**src/rtl/pipeline_hazard_ctrl.sv**
```systemverilog
// Central stall/flush sequencer for the 5-stage pipeline (PC plus four pipeline registers).
// Latency: enable/flush outputs are combinational from state+inputs; halt and counters are registered.
// Backpressure: a dcache wait freezes IF..EX and bubbles WB; an icache miss holds the PC and bubbles ID.
//
// Ports:
//   CLK, RST                 clock (rising edge), synchronous active-high reset
//   ihit, dhit, mem_dreq     cache handshake: instr fetched, MEM access done, MEM access pending
//   ex_memread, ex_rt        EX-stage load and its destination register
//   id_rs, id_rt, id_uses_rt ID-stage source registers and whether rt is read
//   ex_branch_taken          EX-stage PC redirect
//   mem_halt, wb_halt        halt instruction in MEM / at the mem_wb output
//   pc_en, *_en, *_flush     PC write enable and per-register enable/flush pairs
//   halt                     sticky processor-halted flag
//   cyc_cnt, stall_cnt,      saturating perf counters: active cycles, cycles with the PC held,
//   flush_cnt                taken-branch flush events
module pipeline_hazard_ctrl #(
  parameter int REG_W = 5,
  parameter int CNT_W = 32
) (
  input  logic             CLK,
  input  logic             RST,
  input  logic             ihit,
  input  logic             dhit,
  input  logic             mem_dreq,
  input  logic             ex_memread,
  input  logic [REG_W-1:0] ex_rt,
  input  logic [REG_W-1:0] id_rs,
  input  logic [REG_W-1:0] id_rt,
  input  logic             id_uses_rt,
  input  logic             ex_branch_taken,
  input  logic             mem_halt,
  input  logic             wb_halt,
  output logic             pc_en,
  output logic             if_id_en,
  output logic             if_id_flush,
  output logic             id_ex_en,
  output logic             id_ex_flush,
  output logic             ex_mem_en,
  output logic             ex_mem_flush,
  output logic             mem_wb_en,
  output logic             mem_wb_flush,
  output logic             halt,
  output logic [CNT_W-1:0] cyc_cnt,
  output logic [CNT_W-1:0] stall_cnt,
  output logic [CNT_W-1:0] flush_cnt
);

  typedef enum logic [1:0] {
    ST_RUN    = 2'd0,
    ST_DRAIN  = 2'd1,
    ST_HALTED = 2'd2
  } state_e;

  localparam logic [CNT_W-1:0] CNT_ONE = {{(CNT_W-1){1'b0}}, 1'b1};

  state_e           state_q, state_d;
  logic             halt_q;
  logic [CNT_W-1:0] cyc_q, cyc_d;
  logic [CNT_W-1:0] stall_q, stall_d;
  logic [CNT_W-1:0] flush_q, flush_d;

  logic dwait;
  logic load_use;
  logic branch_flush;

  // A pending MEM access that has not completed holds everything upstream of MEM.
  assign dwait = mem_dreq & ~dhit;

  // Register 0 is hardwired, so a load targeting it never creates a real dependency.
  assign load_use = ex_memread && (ex_rt != '0) &&
                    ((ex_rt == id_rs) || (id_uses_rt && (ex_rt == id_rt)));

  function automatic logic [CNT_W-1:0] sat_inc(input logic [CNT_W-1:0] v);
    return (v == '1) ? v : v + CNT_ONE;
  endfunction

  // Next state and stage controls. Priority inside RUN: dwait, branch, load-use, icache miss.
  always_comb begin
    state_d      = state_q;
    pc_en        = 1'b0;
    if_id_en     = 1'b0;
    if_id_flush  = 1'b0;
    id_ex_en     = 1'b0;
    id_ex_flush  = 1'b0;
    ex_mem_en    = 1'b0;
    ex_mem_flush = 1'b0;
    mem_wb_en    = 1'b0;
    mem_wb_flush = 1'b0;
    branch_flush = 1'b0;

    unique case (state_q)
      ST_RUN: begin
        if (wb_halt) begin
          state_d = ST_HALTED;
        end else if (mem_halt && !dwait) begin
          state_d = ST_DRAIN;
        end

        if (dwait) begin
          mem_wb_en    = 1'b1;
          mem_wb_flush = 1'b1;
        end else if (ex_branch_taken) begin
          // Redirect goes ahead even on an icache miss; the wrong-path slots are squashed.
          pc_en        = 1'b1;
          if_id_en     = 1'b1;
          if_id_flush  = 1'b1;
          id_ex_en     = 1'b1;
          id_ex_flush  = 1'b1;
          ex_mem_en    = 1'b1;
          mem_wb_en    = 1'b1;
          branch_flush = 1'b1;
        end else if (load_use) begin
          id_ex_en     = 1'b1;
          id_ex_flush  = 1'b1;
          ex_mem_en    = 1'b1;
          mem_wb_en    = 1'b1;
        end else if (!ihit) begin
          if_id_en     = 1'b1;
          if_id_flush  = 1'b1;
          id_ex_en     = 1'b1;
          ex_mem_en    = 1'b1;
          mem_wb_en    = 1'b1;
        end else begin
          pc_en        = 1'b1;
          if_id_en     = 1'b1;
          id_ex_en     = 1'b1;
          ex_mem_en    = 1'b1;
          mem_wb_en    = 1'b1;
        end
      end

      ST_DRAIN: begin
        if (wb_halt) begin
          state_d = ST_HALTED;
        end

        // Nothing new enters the pipe; the halt and older instructions drain towards WB.
        if (dwait) begin
          mem_wb_en    = 1'b1;
          mem_wb_flush = 1'b1;
        end else begin
          if_id_en     = 1'b1;
          if_id_flush  = 1'b1;
          id_ex_en     = 1'b1;
          id_ex_flush  = 1'b1;
          ex_mem_en    = 1'b1;
          mem_wb_en    = 1'b1;
        end
      end

      default: begin
        state_d = ST_HALTED;
      end
    endcase
  end

  // Perf counters advance on every edge taken outside HALTED, saturating at all-ones.
  always_comb begin
    cyc_d   = cyc_q;
    stall_d = stall_q;
    flush_d = flush_q;
    if (state_q != ST_HALTED) begin
      cyc_d = sat_inc(cyc_q);
      if (!pc_en) begin
        stall_d = sat_inc(stall_q);
      end
      if (branch_flush) begin
        flush_d = sat_inc(flush_q);
      end
    end
  end

  always_ff @(posedge CLK) begin
    if (RST) begin
      state_q <= ST_RUN;
      halt_q  <= 1'b0;
      cyc_q   <= '0;
      stall_q <= '0;
      flush_q <= '0;
    end else begin
      state_q <= state_d;
      halt_q  <= (state_d == ST_HALTED);
      cyc_q   <= cyc_d;
      stall_q <= stall_d;
      flush_q <= flush_d;
    end
  end

  assign halt      = halt_q;
  assign cyc_cnt   = cyc_q;
  assign stall_cnt = stall_q;
  assign flush_cnt = flush_q;

endmodule

```
**config.mk**
```make
export PLATFORM = sky130hd
export DESIGN_NAME = pipeline_hazard_ctrl
export DESIGN_NICKNAME = d
export VERILOG_FILES = /design/src/rtl/pipeline_hazard_ctrl.sv
export SDC_FILE = /design/constraint.sdc
export NUM_CORES = 1
export LEC_CHECK = 0
export BUFFER_PORTS_ARGS = -buffer_cell sky130_fd_sc_hd__buf_2
export CAP_MARGIN = 0
export CORE_ASPECT_RATIO = 2
export CORE_MARGIN = 8
export CORE_UTILIZATION = 53
export CTS_BUF_LIST = sky130_fd_sc_hd__clkbuf_16
export CTS_CLUSTER_SIZE = 12
export DETAILED_ROUTE_END_ITERATION = 12
export PLACE_DENSITY_LB_ADDON = 0.3
export SETUP_SLACK_MARGIN = 0.2
export SLEW_MARGIN = 20
export SYNTH_ARGS = -nofsm -noshare
export SYNTH_HDL_FRONTEND = slang
export SYNTH_SLANG_ARGS = --single-unit
```
**constraint.sdc**
```tcl
create_clock -name CLK -period 2.85 [get_ports CLK]
set_clock_uncertainty 0.2 [all_clocks]
set_input_delay 0.57 -clock CLK [delete_from_list [all_inputs] [get_ports CLK]]
set_output_delay 0.57 -clock CLK [all_outputs]
set_load 0.02 [all_outputs]
```
; ---- Word-level counts from Yosys, hierarchy flattened
; Index checks and enable logic that the tools add are counted.
[totals]
latch_bits = 0
mem_bits_rw = 0
ff_bits = 99
romBits = 0
n_memories = 0
out_inout_bits = 106
inputBits = 25
[op_classes]
eq_ne = 8
n_mul = 0
muxes = 30
addsub = 3
order_cmp = 0
div_mod_pow = 0
n_reduce_logical = 12
n_shift = 0
n_bitwise = 6
[ops]
columns = op, n
row1 = "adder 32 x 1 -> 32 bit, second input constant", 3
row2 = "equality test 32 bit, second input constant", 3
row3 = two-way mux 1 bit, 23
row4 = equality test 5 bit, 2
row5 = two-way mux 2 bit, 3
row6 = case mux 1 bit (2 select lines), 3
row7 = AND reduction 3 bit, 2
row8 = NOT 1 bit, 5
row9 = nonzero test 5 bit, 1
row10 = logical AND 1 bit, 4
row11 = case mux 2 bit (2 select lines), 1
row12 = "equality test 2 x 1 -> 1 bit, second input constant", 1
row13 = "equality test 2 bit, second input constant", 1
row14 = logical NOT 2 bit, 1
row15 = "inequality test 2 bit, second input constant", 1
row16 = AND reduction 2 bit, 1
row17 = OR reduction 2 bit, 1
row18 = bitwise AND 1 bit, 1
row19 = logical NOT 1 bit, 1
row20 = logical OR 1 bit, 1

; ---- Logic depth before layout (Yosys ltp)
; Gate-level depths: netlist of run 1.
[depth]
depth_word = 10
depth_mapped = 9
mapped_depth_nobuf = 7

; ---- Worst setup path after synthesis of run 1
; No wires, ideal clock.
[synth_timing]
path_type = input to output
from = in ex_rt[1]
to = out if_id_flush
path_slack_ns = -0.529
n_path_buf = 0
arrival_ns = 2.609
cell_stages = 6
path_cell_list = or4_1 > o21ai_0 > inv_1 > and2_1 > a21boi_0 > a21boi_0
[synth_via]
elab_chain_len = 8
word_cells_on_any_way = 11
cone_classes = 2 x eq/ne / 4 x mux / 5 x reduce/logical
[synth_rtl]
columns = element, line
row1 = "start, declared", 26  ; input logic [REG_W-1:0] ex_rt,
row2 = equality test 5 bit, 71  ; ((ex_rt == id_rs) || (id_uses_rt && (ex_rt == id_rt)));
row3 = logical AND 1 bit, 71
row4 = logical OR 1 bit, 71
row5 = logical AND 1 bit (*), 70  ; assign load_use = ex_memread && (ex_rt != '0) &&
row6 = two-way mux 1 bit (*), 112  ; end else if (load_use) begin
row7 = two-way mux 1 bit (*), 102  ; end else if (ex_branch_taken) begin
row8 = two-way mux 1 bit (*), 99  ; if (dwait) begin
row9 = case mux 1 bit (2 select lines) (*), 91  ; unique case (state_q)
row10 = "end, declared", 35  ; output logic if_id_flush,
; Every way passes the cells marked *; elsewhere a longest branch is shown, timed or not.

; ---- Final worst setup path of run 1
[layout_timing]
from = in ex_rt[2]
to = out if_id_flush
; The elaborated chain is that of the path after synthesis.

==> results of run 1 <==
## kinds of logic (layout without fill, tap and decap cells)
family	Yosys count	in the layout	synth area share
compound gates	90	91	0.110
xor+xnor	59	59	0.101
fa+ha+maj	3	3	0.00731
buf+inv	42	195	0.0451
flops	99	99	0.386
mux	8	8	0.0168
other cells	1	1	0.000730
simple gates	314	314	0.334
## flip-flops by register name, summed over array words and instances, names as in the netlist
register and flops:
flush_cnt 32, state_q 2, cyc_cnt 32, stall_cnt 32
halt 1
## worst max-delay path by stage
stage                     startpoint     endpoint  slack [ps]  cells after the start
after global routing        ex_rt[2]  if_id_flush          20                      8
final                       ex_rt[2]  if_id_flush          70                      8
after global placement      ex_rt[1]  if_id_flush         -40                      8
after detailed placement    ex_rt[1]  if_id_flush        -100                      8
after floorplan             ex_rt[1]  if_id_flush         120                      6
after CTS                   ex_rt[4]  if_id_flush          50                      8
## report_power, final
group          switching [µW]  internal, µW
Combinational             176           126
Clock                     564           696
Sequential               17.2          1400
## metrics by stage
stage	utilization	area [µm²]	setup TNS [ps]	setup WS [ps]	total power [µW]
2_1_floorplan	-	5160	0	121	1610
3_3_place_gp	0.623	5960	-36.8	-36.8	1690
3_5_place_dp	0.623	5960	-330	-97.8	1690
4_1_cts	0.664	6350	0	45.1	2980
5_1_grt	0.679	6500	0	17.3	3090
6_report	0.679	6500	0	66.5	2970
## metal layers
layer | wire length (µm) | part of all wire | vias up
met3 | 1160 | 0.082 | 21
met1 | 5980 | 0.42 | 2428
li1 | - | - | 2543
met2 | 6660 | 0.47 | 174
met5 | 0 | 0 | -
met4 | 308 | 0.022 | 0
## synth_stat cells (12+ instances only)
cell	number
sky130_fd_sc_hd__nand4_1	32
sky130_fd_sc_hd__dfxtp_1	99
sky130_fd_sc_hd__a21oi_1	39
sky130_fd_sc_hd__nor2_1	74
sky130_fd_sc_hd__o21ai_0	12
sky130_fd_sc_hd__xnor2_1	27
sky130_fd_sc_hd__or3_1	13
sky130_fd_sc_hd__nor3_1	16
sky130_fd_sc_hd__xor2_1	32
sky130_fd_sc_hd__o31ai_1	23
sky130_fd_sc_hd__nand2_1	45
sky130_fd_sc_hd__inv_1	13
sky130_fd_sc_hd__and3_1	14
sky130_fd_sc_hd__nand3_1	41
sky130_fd_sc_hd__or4_1	23
sky130_fd_sc_hd__clkbuf_1	17
## final cells by class
class / count / area share
inverter: 13 / 0.00751
clock buffer: 9 / 0.0347
multi-input combinational: 476 / 0.469
timing repair buffer: 166 / 0.150
sequential: 99 / 0.305
clock inverter: 7 / 0.0129
tap: 106 / 0.0204
## what timing repair did
item,in CTS,in global routing
pin swaps,3,6
resized for setup,16,17
gates cloned,0,2
setup endpoints to repair,32,34
buffers inserted,3,6
## cell usage in the layout (no fill, tap or decap), types with 11 or more instances in the layout
| cell type | instances |
|---|---|
| sky130_fd_sc_hd__buf_2 | 123 |
| sky130_fd_sc_hd__dfxtp_1 | 97 |
| sky130_fd_sc_hd__nor2_1 | 74 |
| sky130_fd_sc_hd__nand2_1 | 45 |
| sky130_fd_sc_hd__nand3_1 | 40 |
| sky130_fd_sc_hd__a21oi_1 | 39 |
| sky130_fd_sc_hd__buf_4 | 36 |
| sky130_fd_sc_hd__nand4_1 | 32 |
| sky130_fd_sc_hd__xor2_1 | 32 |
| sky130_fd_sc_hd__xnor2_1 | 27 |
| sky130_fd_sc_hd__o31ai_1 | 23 |
| sky130_fd_sc_hd__or4_1 | 22 |
| sky130_fd_sc_hd__nor3_1 | 16 |
| sky130_fd_sc_hd__and3_1 | 14 |
| sky130_fd_sc_hd__inv_1 | 12 |
| sky130_fd_sc_hd__or3_1 | 11 |
| sky130_fd_sc_hd__o21ai_0 | 11 |
## critical path, cell delays in order
cell	delay [ps]
sky130_fd_sc_hd__buf_8	100
sky130_fd_sc_hd__or4_4	550
sky130_fd_sc_hd__o21ai_4	150
sky130_fd_sc_hd__inv_2	50
sky130_fd_sc_hd__and2_4	140
sky130_fd_sc_hd__a21boi_4	120
sky130_fd_sc_hd__a21boi_4	200
sky130_fd_sc_hd__buf_6	130
==> summary by stage, run 1 <==
Outcome
The run finished with clean final reports.

Layout
Excluding fillers, the count of instances in the completed layout stands at ~880. The number of inserted diodes is 0. The filler cell count is approximately 800. The synthesis-to-finish area growth is 26.5%. In the final layout, the multi-input gates occupy ~3100 µm². Registers take 1980 µm². Of the cells placed in the final design, the portion with a size suffix greater than 1 is 0.284. After the last flow step, the layout net total stands at between 700 and 800.

Clock network
CTS saw 99 sinks. The buffer type at the clock tree root is sky130_fd_sc_hd__clkbuf_16. The clock transition at the register clock pins on the worst setup and hold paths after CTS is around 70 ps.

Buffers inserted during clock tree synthesis total 9. For this design, the CTS-stage hold fixing added 0 buffers. The clock latency on the worst-skew pair is roughly 350 ps. The H-tree was split into 3 levels. TritonCTS built the clock tree. The maximum buffer depth of the clock tree is 2.

STA
The headroom to the max-slew limit is 0.625. The final max-slew violation count is 0. The final count of hold timing violations came to 0. The total of endpoints with negative setup slack in the final report is 0. The highest attainable clock frequency is roughly 0.36 GHz. The slew at the pin closest to its max-slew limit is about 560 ps.

The smallest clock period supported by the final layout is computed as 2780 ps. Hold timing on the final database bottoms out at a slack of roughly 210 ps. Setup repair after global routing could not meet its margin everywhere.

Of the available clock period, the critical path in the final layout requires 0.977.

Route
The final antenna-violating net count is 0. For this block, the initial DRC count from the detailed router was 306. The via count normalized by instance count is 5.90.

The routed wire length is roughly 14000 µm. For this run, design rule violations remaining after detail routing come to 0. The total number of vias is between 5000 and 6000. The per-cell routed wire length is ~16 µm.

The number of optimization iterations in the first detailed-route pass is 5.

Logic synthesis
The post-synth net total is between 600 and 700. The largest area contributor in the synthesized netlist is sky130_fd_sc_hd__dfxtp_1. The fraction of synthesis flops using an asynchronous set or reset pin is 0. The flip-flop cell with the highest count after synthesis is sky130_fd_sc_hd__dfxtp_1. The per-instance average area after synthesis is ~8.3 µm². After synthesis, the netlist uses 56 different library cells. The post-synthesis instance total is 616. For this run, the register share of the synthesized area comes to 0.386. The top-area cell type share of the netlist area is 0.386.

Yosys mapped a number of flops with a built-in enable equal to 0. Ranked by total cell area, the synthesized netlist is headed by sky130_fd_sc_hd__dfxtp_1 (39%), sky130_fd_sc_hd__xor2_1 (5.5%), sky130_fd_sc_hd__nor2_1 (5.4%). The flop and latch count out of synthesis is 99. The area of the mapped netlist is slightly above 5000 µm². Yosys printed 0 warnings.

Hold path
The path class of the tightest hold or removal check is input pin to register. The worst hold path begins at wb_halt. The worst hold path endpoint is state_q[0]. The worst hold path cell count is 2.

Power
Power spread over the standard cell area amounts to roughly 460 nW/µm². The analysis attributes to cell leakage a power of around 0.0026 µW. The peak supply drop is around 0.34 mV.

Worst setup path
The startpoint of the worst-slack reg-to-reg timing path is stall_cnt[0]. Counting cells, the worst reg-to-reg path comes to 9. The data required time of the worst path is 2080 ps.

The critical path arrival is ~2000 ps. The kind of capture point of the worst setup path is an output pin. The endpoint of the lowest-slack register-to-register path is stall_cnt[27]. The register-to-register setup slack is about 220 ps.

The category of the worst setup path launch point is an input pin. The critical path is of the input pin to output pin type. Of all nets on the critical path, the largest fanout is 3.

Place
The cell total after placement is between 800 and 900. The routability congestion estimate is between 0.8 and 0.9. After legalization and detailed placement, the total HPWL measured 9940 µm. Port buffering added about 130 buffers.

Global route
The first global-routing pass estimated between 20000 and 25000 µm of wire. The global routing met2 resource utilization is 0.344. The total routing usage reported by global routing is 0.209. The initial antenna violation count is 0.

The maximum number of pins on one net before global-route repair is 55. For met3 alone, demand over resource in global routing was 0.0703. The via count of the first global-routing pass is 5083. Global routing finished with a remaining overflow of 0. The met1 track utilization from global routing is 0.245. The most crowded layer after global routing is met2.

Die
The die covers 13300 µm². From bottom edge to top edge, the die measures approximately 160 µm. The die is around 86 µm wide. The core outline area is between 9000 and 10000 µm².

The site row count is 51. The initial cell density of the core is 0.536. 131 I/O pins were placed.

Flow run
The count of maximum capacitance violations is 0.
No activity file was read; power rests on OpenSTA's default activity.
==> run 2: changes to the inputs <==
CELL_PAD_IN_SITES_DETAIL_PLACEMENT = 1   (was not set)
CELL_PAD_IN_SITES_GLOBAL_PLACEMENT = 1   (was not set)
CORE_UTILIZATION = 39   (was 53)
==> summary by stage, run 2 (synthesis gave the netlist of run 1 again) <==
Worst setup path
Along the worst path, the maximum fanout reaches 2. The category of the worst setup path launch point is an input pin. The slowest stage of the critical path belongs to the cell sky130_fd_sc_hd__or4_4. The worst register-to-register path ends at stall_cnt[23].

For the worst setup path, the data required time is 2080 ps. Walking the worst path, the cells encountered are buf_6 > or4_4 > o21ai_4 > inv_2 > and2_4 > a21boi_4 > a21boi_4 > buf_6. The worst setup path category is input pin to output pin.

The worst register-to-register path has a depth of 8. The most critical setup path has its startpoint at ex_rt[3]. For flop-to-flop paths, the worst setup slack is approximately 180 ps. The startpoint of the worst-slack reg-to-reg timing path is stall_cnt[28]. The critical path arrival is ~2000 ps.

The kind of capture point of the worst setup path is an output pin. The peak per-stage delay on the critical path is about 540 ps.

Route
The final route contains 5338 vias. The final antenna-violating net count is 0. After detailed routing, the average wire length per cell comes to a little under 20 µm. The number of optimization iterations in the first detailed-route pass is 4. The remaining routing DRC violations is 0. The routed wire length is between 15000 and 20000 µm. Dividing the detail-routed via count by the number of cells gives between 5 and 6. The iteration-0 DRC count of the detailed router is 146.

Clock network
CTS placed an instance of sky130_fd_sc_hd__clkbuf_16 at the clock tree root. The maximum buffer depth of the clock tree is 2. The number of H-tree levels is 3. Buffers inserted during clock tree synthesis total 9. The clock tree from TritonCTS is yes. The number of sinks driven by the clock tree is 99.

After clock tree synthesis, the clock-pin slew on the worst setup and hold paths is roughly 70 ps. For the worst-skew pair, the clock arrives at the later sink with an insertion delay of 350 ps.

STA
The final worst slack is 82.7 ps. The share of the clock period used by the worst path is 0.971. Static timing analysis puts the maximum clock frequency at about 0.36 GHz. At the pin with the least slew margin, the transition time is between 600 and 700 ps. Setup repair after global routing could not meet its margin everywhere. The final max-slew violation count is 0. The post-route minimum period is 2770 ps.

Measured against its own limit, the worst slew margin works out to 0.567. The final hold slack is 212 ps. The total of endpoints with negative setup slack in the final report is 0. The final count of hold timing violations is 0.

Hold path
The hold path startpoint is wb_halt. The worst hold path was traced through 2 stages. The min-delay analysis places its worst path in the category input pin to register.

The path with the worst hold slack has its endpoint at state_q[0].

Layout
Leaving out fill and tap cells, the most frequent cells in the layout are sky130_fd_sc_hd__buf_2 (123), sky130_fd_sc_hd__dfxtp_1 (91), sky130_fd_sc_hd__nor2_1 (74). The area growth from synthesis to layout is 27.4%. The library cell used most frequently in the layout, excluding fill and tap cells, is sky130_fd_sc_hd__buf_2.

Of the cells placed in the final design, the portion with a size suffix greater than 1 is 0.300. The final layout net count is between 700 and 800. The filler cells instantiated in the layout total roughly 1600.

Flow run
The tool flagged a number of max-cap violations equal to 0.

Place
OpenSTA, run right after detailed placement, puts the worst setup slack at -64.0 ps. The routability congestion estimate is roughly 0.85. The sum of net half-perimeters after detailed placement is approximately 14000 µm.

Port buffering added between 100 and 150 buffers.

Global route
The maximum number of pins on one net before global-route repair is 49. The total routing usage reported by global routing is 0.205. The initial antenna violation count is 2. The total congestion overflow is 0. The first global-routing pass estimated about 30000 µm of wire. The via count of the first global-routing pass came to 5849.

Die
The initial cell density of the core is 0.397. The core outline area is ~13000 µm². The die covers about 17000 µm². The floorplan step set the die width to 97.1 µm.

In this run the core area contains between 50 and 60 standard-cell rows. The overall die height is 178 µm. During I/O placement, the number of pins put on the boundary was 131.

Power
The peak supply drop is 0.281 mV. For this design the ratio of total power to cell area is between 400 and 500 nW/µm². The leakage component of the power is approximately 0.0026 µW.

Outcome
The flow ran to the end, and the final reports show no timing, DRC or antenna violations.
## run 2: cell count changes in the layout (fill, tap and decap cells not counted), sizes merged
| cell | before | now |
|---|---|---|
| buf | 166 | 165 |
| bufbuf | 0 | 1 |
| bufinv | 1 | 0 |
| clkinv | 2 | 3 |
| clkinvlp | 1 | 2 |
| diode | 0 | 2 |
| inv | 16 | 15 |
| o211ai | 4 | 3 |
## run 2: worst max path at each step
stage / slack, ps / depth (start not counted) / endpoint
3_5_place_dp: -60 / 10 / stall_cnt[2]
3_3_place_gp: -20 / 8 / if_id_flush
5_1_grt: 30 / 8 / if_id_flush
4_1_cts: 100 / 8 / if_id_flush
2_1_floorplan: 120 / 6 / if_id_flush
6_report: 80 / 8 / if_id_flush
## run 2: layout make-up
cell class,instances,area (µm²),area share
flip-flops and latches,99,1990,0.304
diodes,2,5.00,0.000765
repair buffers,166,991,0.151
clock buffers,9,225,0.0344
well taps,152,190,0.0291
multi-input cells,475,3040,0.465
clock inverters,7,51.3,0.00784
inverters,13,48.8,0.00746
## run 2: stage by stage
stage	util	cell area [µm²]	cells	TNS [ps]	total power, µW
3_3_place_gp	0.468	6040	896	-18.9	1690
2_1_floorplan	-	5160	616	0	1610
6_report	0.506	6540	923	0	2870
5_1_grt	0.506	6540	923	0	2980
3_5_place_dp	0.468	6040	896	-106	1710
4_1_cts	0.500	6460	917	0	2890
## run 2: critical path, delay by kind of cell
kind / cells / cell delay, ps
compound gates: 3 / 470
buf+inv: 3 / 270
simple gates: 2 / 680
## run 2: routing by layer
layer,GRT usage,up-vias,share of wire
met1,0.173,2608,0.32
met3,0.0450,44,0.045
met5,0,-,0
met4,0.119,0,0.041
met2,0.420,150,0.59
li1,-,2536,-
## run 2: where the power goes
part	switching, µW	internal (µW)	leakage, µW	total (µW)
logic	179	131	0.00163	310
registers	15.2	1400	0.000803	1410
clock network	556	597	0.000132	1150
## run 2: timing repair
item                       in CTS  in global routing
resized for setup              20                 15
pin swaps                       9                  7
hold buffers                    0                  0
gates cloned                    1                  0
buffers inserted                4                  4
setup endpoints to repair      22                 27
==> run 3: changes to the inputs <==
PLACE_DENSITY = 0.83   (was not set)
PLACE_DENSITY_LB_ADDON = not set   (was 0.3)
==> summary by stage, run 3 (synthesis gave the netlist of run 1 again) <==
Clock network
The clock drives 99 sinks. The clock tree from TritonCTS is yes. The maximum buffer depth of the clock tree is 2. Clock latency on the worst-skew pair, taken at its later pin, is between 300 and 400 ps. Buffers inserted during clock tree synthesis total 9. The clock transition at the register clock pins on the worst setup and hold paths after CTS is about 70 ps. The number of hold buffers added after CTS was 0. Clock tree synthesis selected as its root buffer the cell sky130_fd_sc_hd__clkbuf_16. The number of H-tree levels is 3.

STA
The slew at the pin closest to its max-slew limit is ~560 ps. The post-route minimum period is 2760 ps. Timing would allow up to 0.362 GHz. Setup repair after global routing could not meet its margin everywhere. The summed negative setup slack over all endpoints is 0 ps. The final max-slew violation count is 0. The final count of hold timing violations came to 0. The share of the clock period used by the worst path is 0.968. The headroom to the max-slew limit is 0.624. Setup violations remaining at the end of the flow were counted as 0.

Place
The HPWL after detailed placement is 13200 µm. The cell total after placement is about 900. The routability congestion estimate is roughly 0.9. The quantity of I/O buffers inserted on ports is roughly 130.

Die
The core outline area is ~13000 µm². Row generation in the floorplan step produced 59 rows. The die is roughly 97 µm wide.

The overall die height is 178 µm. The initial utilization of the core area, before any placement, comes to 0.397. For this design the top-level I/O count stands at 131. The floorplan step defined a die boundary enclosing about 17000 µm².

Layout
For this run, the share of the core covered by cells in the final layout is 0.520. The area growth from synthesis to layout is 30.8%. The most common library cell in the layout ignoring fill and taps is sky130_fd_sc_hd__buf_2. The repair_antennas step left the layout with diodes totalling 0.

The ratio of cells with drive above 1 in the final layout is 0.300. In the layout the commonest cells are sky130_fd_sc_hd__buf_2 (122), sky130_fd_sc_hd__dfxtp_1 (96), sky130_fd_sc_hd__nor2_1 (74). In the final design database the tool counted 800 nets. For this run, the number of standard cells in the final layout without fillers is ~930.

Route
The via count normalized by instance count is just under 6. The per-cell routed wire length is between 15 and 20 µm. Summed over all layers, the routed wires come to around 18000 µm. The final route contains roughly 5400 vias. The detailed router finished its first iteration with 148 violations.

In the routed design, unresolved DRC markers number 0. Before antenna repair, the detailed router went through 4 iterations. The detail route stage leaves a number of antenna-violating nets equal to 0.

Global route
The via count of the first global-routing pass came to a little under 6000. The global-route wire length before repair is between 20000 and 30000 µm. The initial antenna violation count was 0. After global routing the overflow that remains totals 0.

The total routing usage reported by global routing is 0.199. The maximum number of pins on one net before global-route repair is 50.

Power
Power comes to ~3000 µW. The total power per unit cell area is ~460 nW/µm². Of the total power, combinational logic draws 0.109. The peak supply drop is ~0.30 mV.

The sequential share of power is 0.461. The clock network fraction of total power is 0.430. The internal portion of the total power is 2310 µW. Summed over all cells, the static leakage comes to ~0.0027 µW. Of the total power, the share spent switching nets is 0.245.

For this design the total switching power over the nets is about 750 µW.

Worst setup path
The critical path in this run is classified as input pin to output pin. Along the worst path, the maximum fanout reaches 2. The critical path arrival is slightly below 2000 ps. The kind of capture point of the worst setup path is an output pin. The worst setup path is launched from an input pin. For the worst setup path, the data required time is about 2100 ps.

Flow run
Across the run, the number of max-cap violations was 0.

Outcome
The flow ran to the end, and the final reports show no timing, DRC or antenna violations.

Hold path
The path type of the worst min-delay path is input pin to register.
==> run 3: power by group through the flow <==
stage | clock network (µW) | registers (µW) | logic (µW)
5_1_grt | 1400 | 1420 | 357
6_report | 1320 | 1410 | 334
3_5_place_dp | 0 | 1450 | 259
3_3_place_gp | 0 | 1440 | 246
2_1_floorplan | 0 | 1450 | 160
4_1_cts | 1350 | 1410 | 321
==> run 3: worst paths after layout <==
kind / cells after the start / endpoint / startpoint / slack (ps)
worst max-delay path: 8 / if_id_flush / ex_rt[2] / 90
worst min-delay path: 2 / state_q[0] / wb_halt / 220
worst min register to register: 2 / stall_cnt[13] / stall_cnt[13] / 320
worst max register to register: 9 / stall_cnt[15] / stall_cnt[1] / 200
==> run 3: area by class of cell <==
class                           instances  area (µm²)
Multi-Input combinational cell        475        3080
Inverter                               13        48.8
Timing Repair Buffer                  174        1090
Sequential cell                        99        1990
Fill cell                            1592        6200
Tap cell                              152         190
Clock inverter                          7        91.3
Clock buffer                            9         225
==> run 3: critical path, cell delays in order <==
cell and delay (ps):
sky130_fd_sc_hd__buf_6 100, sky130_fd_sc_hd__or4_4 530, sky130_fd_sc_hd__o21ai_2 140, sky130_fd_sc_hd__inv_1 70, sky130_fd_sc_hd__and2_4 150, sky130_fd_sc_hd__a21boi_4 120
sky130_fd_sc_hd__a21boi_4 180, sky130_fd_sc_hd__buf_6 130
==> run 3: through the flow <==
| step | instance area (µm²) | setup WS, ps | hold WS (ps) |
|---|---|---|---|
| 2_1_floorplan | 5160 | 121 | 331 |
| 6_report | 6720 | 90.9 | 217 |
| 4_1_cts | 6560 | 82.9 | 209 |
| 3_5_place_dp | 6040 | -53.4 | 302 |
| 3_3_place_gp | 6040 | -2.58 | 280 |
| 5_1_grt | 6720 | 44.3 | 215 |
==> run 3: metal layers <==
layer,part of all wire,GRT usage,vias up,wire [µm]
met4,0.034,0.107,0,628
li1,-,-,2538,-
met3,0.044,0.0415,39,808
met2,0.58,0.400,148,10600
met1,0.34,0.176,2671,6300
met5,0,0,-,0
==> run 3: what timing repair did <==
| item | CTS | global route |
|---|---|---|
| setup endpoints to repair | 29 | 27 |
| cloned | 2 | 0 |
| pin swaps | 8 | 19 |
| setup buffers | 7 | 8 |
| resized for setup | 24 | 21 |
